`src/rtl/i2c_slave_rx.sv`:
```
// Receive-only I2C slave: synchronizes SCL/SDA, detects START/STOP, shifts in
// bytes MSB first, and drives the ACK bit from the consumer's ack_in decision.
module i2c_slave_rx #(
  parameter int SYNC_STAGES = 2
) (
  input  logic       clk,
  input  logic       rst,
  input  logic       scl_in,
  input  logic       sda_in,
  output logic       sda_out,
  output logic [7:0] byte_out,
  output logic       valid_out,
  output logic       start_out,
  output logic       stop_out,
  input  logic       ack_in
);

  typedef enum logic [1:0] {IDLE, RX, ACK, ACK_HOLD} state_e;

  logic [SYNC_STAGES-1:0] scl_sync_q, scl_sync_d;
  logic [SYNC_STAGES-1:0] sda_sync_q, sda_sync_d;
  logic                   scl_hist_q, scl_hist_d;
  logic                   sda_hist_q, sda_hist_d;
  state_e                 state_q, state_d;
  logic [2:0]             bit_cnt_q, bit_cnt_d;
  logic [7:0]             shift_q, shift_d;
  logic [7:0]             byte_q, byte_d;
  logic                   valid_q, valid_d;
  logic                   start_q, start_d;
  logic                   stop_q, stop_d;
  logic                   sda_out_q, sda_out_d;

  logic scl_s, sda_s;
  logic scl_rise, scl_fall, start_det, stop_det;

  assign scl_s = scl_sync_q[SYNC_STAGES-1];
  assign sda_s = sda_sync_q[SYNC_STAGES-1];

  assign scl_rise = scl_s & ~scl_hist_q;
  assign scl_fall = ~scl_s & scl_hist_q;
  // While we pull SDA low ourselves, its edges are not bus conditions.
  assign start_det = sda_out_q & scl_s & sda_hist_q & ~sda_s;
  assign stop_det  = sda_out_q & scl_s & ~sda_hist_q & sda_s;

  always_comb begin
    // NOTE: every signal gets a default before any branch, so no path can
    // leave one unassigned and infer a latch.
    scl_sync_d = {scl_sync_q[SYNC_STAGES-2:0], scl_in};
    sda_sync_d = {sda_sync_q[SYNC_STAGES-2:0], sda_in};
    scl_hist_d = scl_s;
    sda_hist_d = sda_s;
    state_d    = state_q;
    bit_cnt_d  = bit_cnt_q;
    shift_d    = shift_q;
    byte_d     = byte_q;
    valid_d    = 1'b0;
    start_d    = 1'b0;
    stop_d     = 1'b0;
    sda_out_d  = sda_out_q;

    if (start_det) begin
      start_d   = 1'b1;
      bit_cnt_d = 3'd0;
      shift_d   = 8'h00;
      state_d   = RX;
      sda_out_d = 1'b1;
    end else if (stop_det) begin
      stop_d    = 1'b1;
      bit_cnt_d = 3'd0;
      state_d   = IDLE;
      sda_out_d = 1'b1;
    end else begin
      case (state_q)
        IDLE: begin
          sda_out_d = 1'b1;
        end
        RX: begin
          if (scl_rise) begin
            shift_d = {shift_q[6:0], sda_s};
            if (bit_cnt_q == 3'd7) begin
              byte_d    = {shift_q[6:0], sda_s};
              valid_d   = 1'b1;
              bit_cnt_d = 3'd0;
              state_d   = ACK;
            end else begin
              bit_cnt_d = bit_cnt_q + 3'd1;
            end
          end
        end
        ACK: begin
          if (scl_fall) begin
            if (ack_in) begin
              sda_out_d = 1'b0;
              state_d   = ACK_HOLD;
            end else begin
              state_d = IDLE;
            end
          end
        end
        ACK_HOLD: begin
          if (scl_fall) begin
            sda_out_d = 1'b1;
            state_d   = RX;
          end
        end
        default: begin
          state_d   = IDLE;
          sda_out_d = 1'b1;
        end
      endcase
    end
  end

  // Synchronizers reset to 1 so a released bus looks idle after reset.
  always_ff @(posedge clk or posedge rst) begin
    if (rst) begin
      scl_sync_q <= '1;
      sda_sync_q <= '1;
      scl_hist_q <= 1'b1;
      sda_hist_q <= 1'b1;
      state_q    <= IDLE;
      bit_cnt_q  <= 3'd0;
      shift_q    <= 8'h00;
      byte_q     <= 8'h00;
      valid_q    <= 1'b0;
      start_q    <= 1'b0;
      stop_q     <= 1'b0;
      sda_out_q  <= 1'b1;
    end else begin
      // NOTE: non-blocking assignments so every flop samples the values from
      // before this edge, independent of statement order.
      scl_sync_q <= scl_sync_d;
      sda_sync_q <= sda_sync_d;
      scl_hist_q <= scl_hist_d;
      sda_hist_q <= sda_hist_d;
      state_q    <= state_d;
      bit_cnt_q  <= bit_cnt_d;
      shift_q    <= shift_d;
      byte_q     <= byte_d;
      valid_q    <= valid_d;
      start_q    <= start_d;
      stop_q     <= stop_d;
      sda_out_q  <= sda_out_d;
    end
  end

  assign sda_out   = sda_out_q;
  assign byte_out  = byte_q;
  assign valid_out = valid_q;
  assign start_out = start_q;
  assign stop_out  = stop_q;

endmodule

```
`config.mk`:
```
export PLATFORM = sky130hd
export DESIGN_NAME = i2c_slave_rx
export DESIGN_NICKNAME = d
export VERILOG_FILES = /design/src/rtl/i2c_slave_rx.sv
export SDC_FILE = /design/constraint.sdc
export NUM_CORES = 1
export LEC_CHECK = 0
export BUFFER_PORTS_ARGS = -buffer_cell sky130_fd_sc_hd__buf_4
export CAP_MARGIN = 20
export CORE_MARGIN = 10
export CORE_UTILIZATION = 47
export CTS_BUF_LIST = sky130_fd_sc_hd__clkbuf_16
export DETAILED_ROUTE_END_ITERATION = 10
export HOLD_SLACK_MARGIN = 0.08
export PLACE_DENSITY = 0.7
export SYNTH_ARGS = -nofsm -noshare
export SYNTH_HDL_FRONTEND = slang
export SYNTH_SLANG_ARGS = --single-unit
export TNS_END_PERCENT = 50
```
`constraint.sdc`:
```
create_clock -name clk -period 1.8 [get_ports clk]
set_input_delay 0.36 -clock clk [delete_from_list [all_inputs] [get_ports clk]]
set_output_delay 0.36 -clock clk [all_outputs]
set_load 0.02 [all_outputs]
```
# Word level (Yosys, flattened, before mapping)
# Cells that the tools add are included.
dict set report word_totals {
  in_bits 5
  out_inout_bits 12
  register_bits 30
  word_cells 79
}
dict set report classes {
  n_mux 31
  n_reduce_logical 12
  addsub 1
  n_eq_ne 10
  bitwise_logic 13
}
# cell count
set ops {}
lappend ops {{2-to-1 mux 7 bit} 4}
lappend ops {{inequality test 4 bit, second input constant} 5}
lappend ops {{2-to-1 mux 3 bit} 5}
lappend ops {{2-to-1 mux 2 bit} 7}
lappend ops {{2-to-1 mux 1 bit} 13}
lappend ops {{AND reduction 5 bit} 2}
lappend ops {{nonzero test 5 bit} 2}
lappend ops {{AND 1 bit} 7}
lappend ops {{NOT 1 bit} 6}
lappend ops {{one-hot mux 2 bit (3 select lines)} 1}
lappend ops {{nonzero test 3 bit} 2}
lappend ops {{== test 2 bit, second input constant} 2}
lappend ops {{AND reduction 4 bit} 1}
lappend ops {{nonzero test 2 bit} 2}
lappend ops {{adder 3 x 1 -> 3 bit, second input constant} 1}
lappend ops {{== test 3 bit, second input constant} 1}
lappend ops {{one-hot mux 1 bit (3 select lines)} 1}
lappend ops {{AND reduction 3 bit} 1}
lappend ops {{== test 2 x 1 -> 1 bit, second input constant} 1}
lappend ops {{logical NOT 2 bit} 1}
lappend ops {{inequality test 2 bit, second input constant} 1}
lappend ops {{AND reduction 2 bit} 1}

# Logic depth before layout (Yosys ltp)
# Gate-level depths: netlist of run 1.
dict set report logic_depth {
  ltp_word 6
  mapped_depth 7
  depth_no_buf 6
}

# Worst setup path before layout of run 1
# Ideal clock, no wire load.
dict set report synth_timing {
  kind {register to register}
  startpoint {register state_q[0]}
  endpoint {register state_q[0]}
  arrival_time_ns 1.573
  period_less_slack_ns 1.697
  setup_time_ns 0.124
  slack_ns 0.103
  path_stages_with_launch 6
  n_path_buf 0
  t_required_ns 1.676
  cell_sequence {dfrtp_1 > inv_1 > ha_1 > or3b_2 > o22a_1 > a211o_1}
}
dict set report synth_via {
  elab_chain_len 4
  word_cells_on_any_way 12
  cone_classes {eq/ne: 7; mux: 3; reduce/logical: 2}
}
# element line_no
set synth_rtl {}
lappend synth_rtl {{start, declared} 24} ;# state_e state_q, state_d;
lappend synth_rtl {{start signal, assigned} 136} ;# state_q <= state_d;
lappend synth_rtl {{== test 2 bit or == test 2 x 1 -> 1 bit (tied branches)} 73} ;# case (state_q)
lappend synth_rtl {{one-hot mux 2 bit (3 select lines)} 73}
lappend synth_rtl {{2-to-1 mux 2 bit} 67} ;# end else if (stop_det) begin
lappend synth_rtl {{2-to-1 mux 2 bit} 61} ;# if (start_det) begin
# Several ways; a longest one is shown, not always the timed one.
# A chain may end at the register's enable or synchronous reset.

# Worst setup path after layout of run 1
dict set report layout_timing {
  startpoint {register state_q[1]}
  endpoint {register byte_q[2], in the netlist byte_out[2]}
}
dict set report layout_via {
  elab_chain_len 2
}
# element line_no
set layout_rtl {}
lappend layout_rtl {{== test 2 x 1 -> 1 bit} 73}
lappend layout_rtl {{AND reduction 5 bit (no line)} --}
lappend layout_rtl {{end signal, assigned} 139} ;# byte_q <= byte_d;
lappend layout_rtl {{end, declared} 27} ;# logic [7:0] byte_q, byte_d;
# Every way passes these cells.

==> metrics.md, run 1 <==
| Metric | Value |
|---|---|
| Status | `finished, final reports clean` |
| Pre-Repair DR Iteration Count | `4` |
| Yosys warns | `0` |
| Layout Skew | `between 0.005 and 0.006 ns` |
| Worst r2r dst | `byte_out[2]$_DFFE_PP0P_` |
| Maximum vdd drop | `approximately 910 µV` |
| IO Count | `17` |
| Initial core utilization | `a little over 50%` |
| Clock Sink Count | `30` |
| Worst path max stage delay | `about 0.41 ns` |
| Hold WS | `about 0.16 ns` |
| Antenna viol nets, final | `0` |
| Synth Area per Inst | `~13 µm²` |
| DIE AREA | `5190 µm²` |
| Slew at the pin with the worst max-slew slack | `0.464 ns` |
| Final max-slew violation count | `0` |
| Fin nets | `136` |
| Dpl hpwl | `~1600 µm` |
| Tcrit/Tclk final | `between 90% and 100%` |
| P&R area growth vs syn | `31.3%` |
| Fillers | `roughly 190` |
| CP cell instances | `inv_1 > ha_1 > nand3b_2 > or3b_4 > buf_12 > mux2_4` |
| Crit-path slowest cell | `dfrtp_1` |
| Leak | `0.000920 µW` |
| Met3 usage in global routing | `5.85%` |
| Power, Total | `1610 µW` |
| Final TNS setup | `0 ns` |
| Most used routing layer | `met2` |
| Pre-CTS setup slack | `-0.0697 ns` |
| IO buf count | `16` |
| Highest-count cells in the layout ignoring fill and taps | `23 x dfrtp_1, 23 x buf_4, 14 x nor2_1` |
| Final hold vios | `0` |
| Grt total ovfl | `0` |
| Synth Net Count | `between 100 and 150` |
| Tmin final | `roughly 1.8 ns` |
| Worst-skew pair later-pin latency | `about 0.27 ns` |
| Worst setup EP type | `register` |
| TritonCTS Buffers | `5` |
| # DRC | `0` |
| DR vias/cell | `5.22` |
| Num rows | `18` |
| Die X | `a little over 70 µm` |
| Fin worst setup slack | `approximately 0.020 ns` |
| CTS Root Cell | `clkbuf_16` |
| First-pass GRT wire length | `about 4000 µm` |
| Distinct cell type count after synthesis | `24` |
| Antenna Cells | `0` |
| Synth Instances | `97` |
| PwrDens | `~960 nW/µm²` |
| Sequential fraction of the synthesis area | `59.6%` |
| Crit Path Category | `register to register` |
| Core Region | `~2500 µm²` |
| Worst flop-to-flop path startpoint | `state_q[1]$_DFFE_PP0P_` |
| Global routing met1 resource utilization | `11.5%` |
| Placed inst area | `around 1500 µm²` |
| Worst EP required | `~2 ns` |
| Worst Setup EP | `byte_out[2]$_DFFE_PP0P_` |
| CTS Buffer Depth | `2` |
| Worst slew margin | `around 70%` |
| Initial antenna violation count | `0` |
| Worst setup SP type | `register` |
| Via count | `a little over 800` |
| Final instance area | `about 1700 µm²` |
| GR met2 Demand/Resource | `about 15%` |
| First DRT Iteration DRCs | `56` |
| Avg WL per Cell | `~15 µm` |
| Crit. Startpoint | `state_q[1]$_DFFE_PP0P_` |
| Largest net degree at the start of global routing | `31` |
| Fraction of layout cells with a size suffix above 1 | `~45%` |
| Max cap viols | `0` |
| RSZ-0062 raised after global routing | `yes` |
| CTS tree | `yes` |
| Final setup viols | `0` |
| All-Layer GR Usage | `under 10%` |
| H-tree Lvls | `2` |
| Flops & latches, synth | `30` |
| Max Fanout on Critical Path | `9` |
| CP arrival | `a little under 2 ns` |
| RD Place Congestion | `between 0.7 and 0.8` |
| Reg2Reg Depth | `6` |
| Vias in the first global route | `850` |
| Final WL | `2340 µm` |
| Reg2Reg Setup Slack | `roughly 0.02 ns` |
| Die height | `72.1 µm` |
| Fmax | `562 MHz` |
| Mapped Area | `around 1300 µm²` |
| Hold crit path type | `input pin to async pin` |
| Worst-path clk slew | `~0.05 ns` |
-- routing by layer --
layer,share of wire (%),routed length (µm)
met5,0,0
met4,1.1,25
met3,6.6,154
met2,47,1110
met1,45,1050
-- worst min path at each step --
stage                                        from                 endpoint  slack [ns]  depth (start not counted)
after floorplan           scl_sync_q[0]$_DFF_PP1_  scl_sync_q[1]$_DFF_PP1_        0.35                          0
after global routing                          rst  byte_out[7]$_DFFE_PP0P_        0.19                          3
final                                         rst   state_q[1]$_DFFE_PP0P_        0.16                          3
after global placement    sda_sync_q[0]$_DFF_PP1_  sda_sync_q[1]$_DFF_PP1_        0.35                          0
after detailed placement  sda_sync_q[0]$_DFF_PP1_  sda_sync_q[1]$_DFF_PP1_        0.35                          0
after CTS                                     rst  byte_out[7]$_DFFE_PP0P_        0.18                          3
-- power breakdown --
part / leakage (µW) / switching, µW / internal (µW)
Combinational: 0.000458 / 60.0 / 55.7
Sequential: 0.000389 / 23.1 / 713
Clock: 0.0000724 / 264 / 497
Total: 0.000920 / 347 / 1270
-- flip-flops by register name, indices dropped and copies added (netlist names) --
signal      flops
byte_out        8
scl_sync_q      2
shift_q         7
state_q         2
scl_hist_q      1
stop_out        1
sda_out         1
sda_sync_q      2
start_out       1
bit_cnt_q       3
sda_hist_q      1
valid_out       1
-- layout make-up --
class,instances,area [µm²],area share (%)
Multi-Input combinational cell,58,519,31.0
Sequential cell,30,759,45.4
Clock buffer,5,125,7.48
Clock inverter,3,12.5,0.748
Inverter,7,26.3,1.57
Timing Repair Buffer,24,193,11.5
Tap cell,30,37.5,2.24
-- logic make-up (layout without fill, tap and decap cells) --
group	Yosys count	in the layout	synth area share, %
flops	30	30	59.6
simple gates	24	24	9.63
mux	16	16	15.7
compound gates	13	13	6.78
buf+inv	9	39	3.34
fa+ha+maj	5	5	4.91
-- stage by stage --
step	utilization, %	std cells
after global placement	58.4	147
after floorplan	-	97
final	66.3	157
after CTS	65.4	157
after detailed placement	58.4	147
after global routing	66.3	157
-- synthesized netlist by cell type --
cell      count  area, µm²
a211o_1       1       8.76
a211oi_1      2       15.0
a21oi_1       4       20.0
a21oi_2       1       8.76
buf_2         1       5.00
buf_6         1       11.3
dfrtp_1      23        576
dfstp_2       7        184
ha_1          5       62.6
inv_1         7       26.3
mux2_4        8        120
mux2i_1       8       80.1
nand2_1       2       7.51
nand2b_1      2       12.5
nand3b_1      1       7.51
nand3b_2      1       11.3
nor2_1       14       52.6
nor3_1        1       5.00
o21ai_0       2       10.0
o21bai_1      2       15.0
o22a_1        1       8.76
or2b_2        1       8.76
or3b_1        1       8.76
or3b_2        1       8.76
-- critical path: cells and delay by family, from the launching register on --
family                     cells  cell delay [ns]
adders and majority gates      1             0.18
buffers and inverters          2             0.27
DFF                            1             0.41
muxes                          1             0.30
and+or+nand+nor                2             0.49
-- what timing repair did --
item | in CTS | in global routing
hold buffers | 0 | 0
buffers inserted | 2 | 0
resized for setup | 5 | 5
setup endpoints to repair | 2 | 17
pin swaps | 4 | 1
Power figures use the tool's default switching activity.
==> run 2: changes to the inputs <==
--- a/config.mk
+++ b/config.mk
@@ -9,7 +9,7 @@
 export CAP_MARGIN = 20
 export CORE_MARGIN = 10
 export CORE_UTILIZATION = 47
-export CTS_BUF_LIST = sky130_fd_sc_hd__clkbuf_16
+export CTS_BUF_LIST = sky130_fd_sc_hd__clkbuf_4 sky130_fd_sc_hd__clkbuf_8 sky130_fd_sc_hd__clkbuf_16
 export DETAILED_ROUTE_END_ITERATION = 10
 export HOLD_SLACK_MARGIN = 0.08
 export PLACE_DENSITY = 0.7
==> metrics.md, run 2 (synthesis results as in run 1) <==
| Metric | Value |
|---|---|
| CTS tree | `yes` |
| Worst-skew pair later-pin latency | `0.33 ns (+0.06 ns)` |
| Power, Total | `1280 µW (-21%)` |
| CP cell instances | `inv_1 > ha_1 > nand3b_2 > or3b_4 > buf_12 > mux2_4` |
| IO buf count | `16 (unchanged)` |
| Initial core utilization | `50.5% (unchanged)` |
| Largest register FFs | `8 (unchanged)` |
| Post-layout util | `63.2% (-3.1 points)` |
| Max cap viols | `0 (unchanged)` |
| First DRT Iteration DRCs | `42 (-25%)` |
| IO Count | `17 (unchanged)` |
| P&R area growth vs syn | `25.1%` |
| Antenna viol nets, final | `0 (unchanged)` |
| Clk network pwr share | `33.8% (-13 points)` |
| CTS Buffer Depth | `2 (unchanged)` |
| DR vias/cell | `5.08 (-2.7%)` |
| Fraction of layout cells with a size suffix above 1 | `46.5% (+1.6 points)` |
| CP arrival | `2.00 ns (+0.07 ns)` |
| Die height | `72.1 µm (unchanged)` |
| RD Place Congestion | `0.753 (unchanged)` |
| Dpl cells | `147 (unchanged)` |
| Worst setup SP type | `register` |
| Internal power | `969 µW (-23%)` |
| Pre-Repair DR Iteration Count | `4 (unchanged)` |
| Avg WL per Cell | `14.7 µm (-1.1%)` |
| Status | `finished, final reports clean` |
| Grt total ovfl | `0 (unchanged)` |
| RSZ-0062 raised after global routing | `yes` |
| Slew at the pin with the worst max-slew slack | `0.466 ns (+0.00164 ns)` |
| Combinational share of power | `8.9% (+1.7 points)` |
| Final setup viols | `0 (unchanged)` |
| Max Fanout on Critical Path | `9 (unchanged)` |
| Fin nets | `136 (unchanged)` |
| Layout Skew | `0.0115 ns (+0.00556 ns)` |
| Worst path max stage delay | `0.42 ns (about the same)` |
| Worst flop-to-flop path startpoint | `state_q[1]$_DFFE_PP0P_` |
| All-Layer GR Usage | `9.94% (-0.056 points)` |
| Sequential share of power | `57.3% (+12 points)` |
| Worst-path clk slew | `0.09 ns (+0.04 ns)` |
| Worst r2r dst | `byte_out[2]$_DFFE_PP0P_` |
| Post-CTS Hold Buffers | `0 (unchanged)` |
| PwrDens | `802 nW/µm² (-17%)` |
| Tcrit/Tclk final | `99.1% (+0.16 points)` |
| Initial antenna violation count | `0 (unchanged)` |
| Dpl hpwl | `1640 µm (unchanged)` |
| First-pass GRT wire length | `4080 µm (+0.49%)` |
| H-tree Lvls | `2 (unchanged)` |
| Final WL | `2310 µm (-1.1%)` |
| Crit Path Category | `register to register` |
| Worst setup EP type | `register` |
| DIE AREA | `5190 µm² (unchanged)` |
| Crit-path slowest cell | `dfrtp_1` |
| TritonCTS Buffers | `5 (unchanged)` |
| Via count | `798 (-2.7%)` |
| Largest net degree at the start of global routing | `31 (unchanged)` |
| Fmax | `561 MHz (-0.16%)` |
| Final hold vios | `0 (unchanged)` |
| Placed inst area | `1470 µm² (unchanged)` |
| Clock Sink Count | `30 (unchanged)` |
| Psw | `309 µW (-11%)` |
| Hold crit path type | `input pin to async pin` |
| Worst EP required | `2.01 ns (+0.06 ns)` |
| Final max-slew violation count | `0 (unchanged)` |
| Leak | `0.000880 µW (-4.3%)` |
| Final TNS setup | `0 ns (unchanged)` |
| Sw frac | `24.2% (+2.7 points)` |
| Core Region | `2520 µm² (unchanged)` |
| # DRC | `0 (unchanged)` |
| Die X | `72.1 µm (unchanged)` |
| Highest-count cells in the layout ignoring fill and taps | `23 x dfrtp_1, 23 x buf_4, 14 x nor2_1` |
| Final std cells w/o fill | `157 (unchanged)` |
| Reg2Reg Depth | `6 (unchanged)` |
| Antenna Cells | `0 (unchanged)` |
| Tmin final | `1.78 ns (+0.00287 ns)` |
| Maximum vdd drop | `640 µV (-30%)` |
| Worst slew margin | `68.9% (-0.11 points)` |
| Num rows | `18 (unchanged)` |
| CTS Root Cell | `clkbuf_4` |
| Final instance area | `1590 µm² (-4.7%)` |
| Vias in the first global route | `857 (+0.82%)` |
| Fillers | `203 (+5.2%)` |
| Reg2Reg Setup Slack | `0.02 ns (about the same)` |
==> run 2: cell count changes in the layout (fill, tap and decap cells not counted), sizes merged <==
cell	previous run	this run
inv	8	7
clkinv	2	1
clkbuf	5	7
==> run 2: worst max-delay path by stage <==
| stage | from | endpoint | slack [ns] | cells after the start |
|---|---|---|---|---|
| after floorplan | state_q[0]$_DFFE_PP0P_ | state_q[0]$_DFFE_PP0P_ | 0.10 | 5 |
| after global placement | bit_cnt_q[0]$_DFFE_PP0P_ | state_q[0]$_DFFE_PP0P_ | 0.04 | 5 |
| after detailed placement | bit_cnt_q[0]$_DFFE_PP0P_ | state_q[1]$_DFFE_PP0P_ | -0.07 | 6 |
| after CTS | bit_cnt_q[0]$_DFFE_PP0P_ | state_q[1]$_DFFE_PP0P_ | 0.01 | 6 |
| after global routing | state_q[1]$_DFFE_PP0P_ | byte_out[2]$_DFFE_PP0P_ | -0.02 | 6 |
| final | state_q[1]$_DFFE_PP0P_ | byte_out[2]$_DFFE_PP0P_ | 0.02 | 6 |
==> run 2: routing by layer <==
layer	global-route usage, %	up-vias	share of wire [%]
met5	0	-	0
met4	4.52	0	1.9
met3	5.44	6	7.0
met2	14.6	19	45
met1	11.6	386	46
li1	-	387	-
==> run 2: timing repair <==
item | in CTS | in global routing
buffers inserted | 2 | 0
hold endpoints to repair | 0 | 0
gates resized for setup | 6 | 4
endpoints found under the setup margin | 2 | 15
pin swaps | 3 | 1
==> run 2: worst max-delay path, delay by kind of cell, from the launching register on <==
family	cells	cell delay [ns]
buf+inv	2	0.27
flops	1	0.42
simple gates	2	0.48
fa+ha+maj	1	0.19
mux	1	0.29
==> run 2: power by group through the flow <==
| stage | Combinational [µW] | Sequential (µW) | Clock (µW) |
|---|---|---|---|
| floorplan | 69.2 | 741 | 0 |
| CTS | 114 | 732 | 443 |
| finish | 113 | 732 | 432 |
| global placement | 100 | 743 | 0 |
| global route | 129 | 737 | 477 |
| detailed placement | 104 | 745 | 0 |
==> run 2: through the flow <==
step / worst slack, ns / hold slack (ns)
2_1_floorplan: 0.103 / 0.345
3_3_place_gp: 0.0397 / 0.346
3_5_place_dp: -0.0697 / 0.348
4_1_cts: 0.0102 / 0.0938
5_1_grt: -0.0215 / 0.0937
6_report: 0.0168 / 0.0868
==> run 2: area by class of cell <==
type	instances	area, µm²	share of cell area (%)
clock buffers	7	58.8	3.69
inverters	7	26.3	1.65
multi-input cells	58	514	32.3
flip-flops and latches	30	759	47.6
clock inverters	1	5.00	0.314
repair buffers	24	193	12.1
well taps	30	37.5	2.35
==> run 3: changes to the inputs <==
--- a/config.mk
+++ b/config.mk
@@ -12,7 +12,7 @@
 export CTS_BUF_LIST = sky130_fd_sc_hd__clkbuf_4 sky130_fd_sc_hd__clkbuf_8 sky130_fd_sc_hd__clkbuf_16
 export DETAILED_ROUTE_END_ITERATION = 10
 export HOLD_SLACK_MARGIN = 0.08
-export PLACE_DENSITY = 0.7
+export PLACE_DENSITY_LB_ADDON = 0.25
 export SYNTH_ARGS = -nofsm -noshare
 export SYNTH_HDL_FRONTEND = slang
 export SYNTH_SLANG_ARGS = --single-unit
==> metrics.md, run 3 (synthesis results as in run 1) <==
| Metric | Value |
|---|---|
| Via count | `765 (-4.1%)` |
| Worst-skew pair later-pin latency | `0.32 ns (about the same)` |
| Worst EP required | `2.01 ns (about the same)` |
| First-pass GRT wire length | `3680 µm (-9.8%)` |
| Die height | `72.1 µm (unchanged)` |
| Antenna Cells | `0 (unchanged)` |
| PwrDens | `798 nW/µm² (-0.45%)` |
| Clk network pwr share | `32.9% (-0.9 points)` |
| Crit Path Category | `register to register` |
| Fraction of layout cells with a size suffix above 1 | `44.4% (-2.0 points)` |
| Tmin final | `1.77 ns (-0.0143 ns)` |
| Pre-Repair DR Iteration Count | `4 (unchanged)` |
| Maximum vdd drop | `621 µV (-3.1%)` |
| P&R area growth vs syn | `24.2%` |
| Core Region | `2520 µm² (unchanged)` |
| RD Place Congestion | `0.789 (+4.7%)` |
| TritonCTS Buffers | `5 (unchanged)` |
| Tcrit/Tclk final | `98.3% (-0.80 points)` |
| Vias in the first global route | `826 (-3.6%)` |
| Worst setup EP type | `register` |
| Sw frac | `23.4% (-0.76 points)` |
| CTS tree | `yes` |
| Final max-slew violation count | `0 (unchanged)` |
| CP arrival | `1.98 ns (-0.02 ns)` |
| Reg2Reg Setup Slack | `0.03 ns (about the same)` |
| Final instance area | `1580 µm² (-0.78%)` |
| Max Fanout on Critical Path | `9 (unchanged)` |
| Dpl hpwl | `1510 µm (-8.1%)` |
| First DRT Iteration DRCs | `42 (unchanged)` |
| Sequential share of power | `58.3% (+1.0 points)` |
| IO buf count | `16 (unchanged)` |
| Fillers | `220 (+8.4%)` |
| CTS Root Cell | `clkbuf_4` |
| Status | `finished, final reports clean` |
| Fin nets | `135 (-0.74%)` |
| Dpl cells | `147 (unchanged)` |
| Initial core utilization | `50.5% (unchanged)` |
| Num rows | `18 (unchanged)` |
| Final std cells w/o fill | `156 (-0.64%)` |
| RSZ-0062 raised after global routing | `yes` |
| Die X | `72.1 µm (unchanged)` |
| Slew at the pin with the worst max-slew slack | `0.489 ns (+0.0228 ns)` |
| Layout Skew | `0.0107 ns (-0.000806 ns)` |
| Final TNS setup | `0 ns (unchanged)` |
| Final WL | `2120 µm (-8.4%)` |
| Fmax | `565 MHz (+0.81%)` |
| Highest-count cells in the layout ignoring fill and taps | `23 x dfrtp_1, 22 x buf_4, 14 x nor2_1` |
| # DRC | `0 (unchanged)` |
| Final hold vios | `0 (unchanged)` |
| Commonest non-fill, non-tap cell in the layout | `dfrtp_1` |
| Grt total ovfl | `0 (unchanged)` |
| Combinational share of power | `8.8% (about the same)` |
| Max cap viols | `0 (unchanged)` |
| CTS Buffer Depth | `2 (unchanged)` |
| Avg WL per Cell | `13.6 µm (-7.8%)` |
| Largest net degree at the start of global routing | `31 (unchanged)` |
| IO Count | `17 (unchanged)` |
| Final setup viols | `0 (unchanged)` |
| Worst-path clk slew | `0.09 ns (about the same)` |
| Clock Sink Count | `30 (unchanged)` |
| DIE AREA | `5190 µm² (unchanged)` |
| Leak | `0.000866 µW (-1.6%)` |
| Internal power | `966 µW (-0.25%)` |
| Antenna viol nets, final | `0 (unchanged)` |
| Initial antenna violation count | `0 (unchanged)` |
| Hold crit path type | `input pin to async pin` |
| Worst slew margin | `67.4% (-1.5 points)` |
| All-Layer GR Usage | `9.12% (-0.82 points)` |
| DR vias/cell | `4.90 (-3.5%)` |
| H-tree Lvls | `2 (unchanged)` |
| Largest register FFs | `8 (unchanged)` |
| Worst setup SP type | `register` |
| Psw | `296 µW (-4.3%)` |
| Placed inst area | `1470 µm² (unchanged)` |
## run 3: per-layer routing
| layer | GRT usage [%] | share of wire, % |
|---|---|---|
| met1 | 10.4 | 50 |
| met2 | 13.4 | 43 |
| met3 | 3.95 | 5.4 |
| met4 | 6.45 | 1.7 |
| met5 | 0 | 0 |
## run 3: cell type report
cell class,instances,area (µm²),area share [%]
multi-input combinational,58,513,32.4
sequential,30,759,48.0
clock buffer,8,60.1,3.80
timing repair buffer,23,185,11.7
inverter,7,26.3,1.66
tap,30,37.5,2.37
## run 3: repair_timing
item | in CTS | in global routing
setup endpoints to repair | 0 | 17
resized for setup | 0 | 9
hold buffers | 0 | 0
setup buffers | 0 | 1
## run 3: metrics by stage
step	hold WS, ns	setup WS (ns)	utilization (%)	total power (µW)
3_3_place_gp	0.345	0.0452	58.4	844
4_1_cts	0.101	0.0130	60.8	1270
6_report	0.0967	0.0312	62.7	1260
5_1_grt	0.112	-0.0332	62.7	1330
2_1_floorplan	0.345	0.103	-	811
3_5_place_dp	0.349	0.0292	58.4	847
## run 3: final timing paths
kind,start,end,depth (start not counted)
max,sda_hist_q$_DFF_PP1_,byte_out[2]$_DFFE_PP0P_,5
min,rst,byte_out[6]$_DFFE_PP0P_,3
max reg2reg,sda_hist_q$_DFF_PP1_,byte_out[2]$_DFFE_PP0P_,5
min reg2reg,scl_sync_q[0]$_DFF_PP1_,scl_sync_q[1]$_DFF_PP1_,0
max in group asynchronous,rst,sda_sync_q[1]$_DFF_PP1_,3
min in group clk,sda_in,sda_sync_q[0]$_DFF_PP1_,1
## run 3: worst max-delay path, stage by stage, from the launching register on
cell and delay [ns]:
dfstp_2 0.53, nand2b_1 0.17, a21oi_2 0.08, or3b_1 0.43, buf_12 0.17, mux2_4 0.29
## run 3: power by group through the flow
stage | Combinational [µW] | Clock [µW] | Sequential [µW]
final | 111 | 415 | 736
after global placement | 100 | 0 | 744
after CTS | 103 | 430 | 732
after floorplan | 69.2 | 0 | 741
after detailed placement | 102 | 0 | 745
after global routing | 131 | 459 | 742
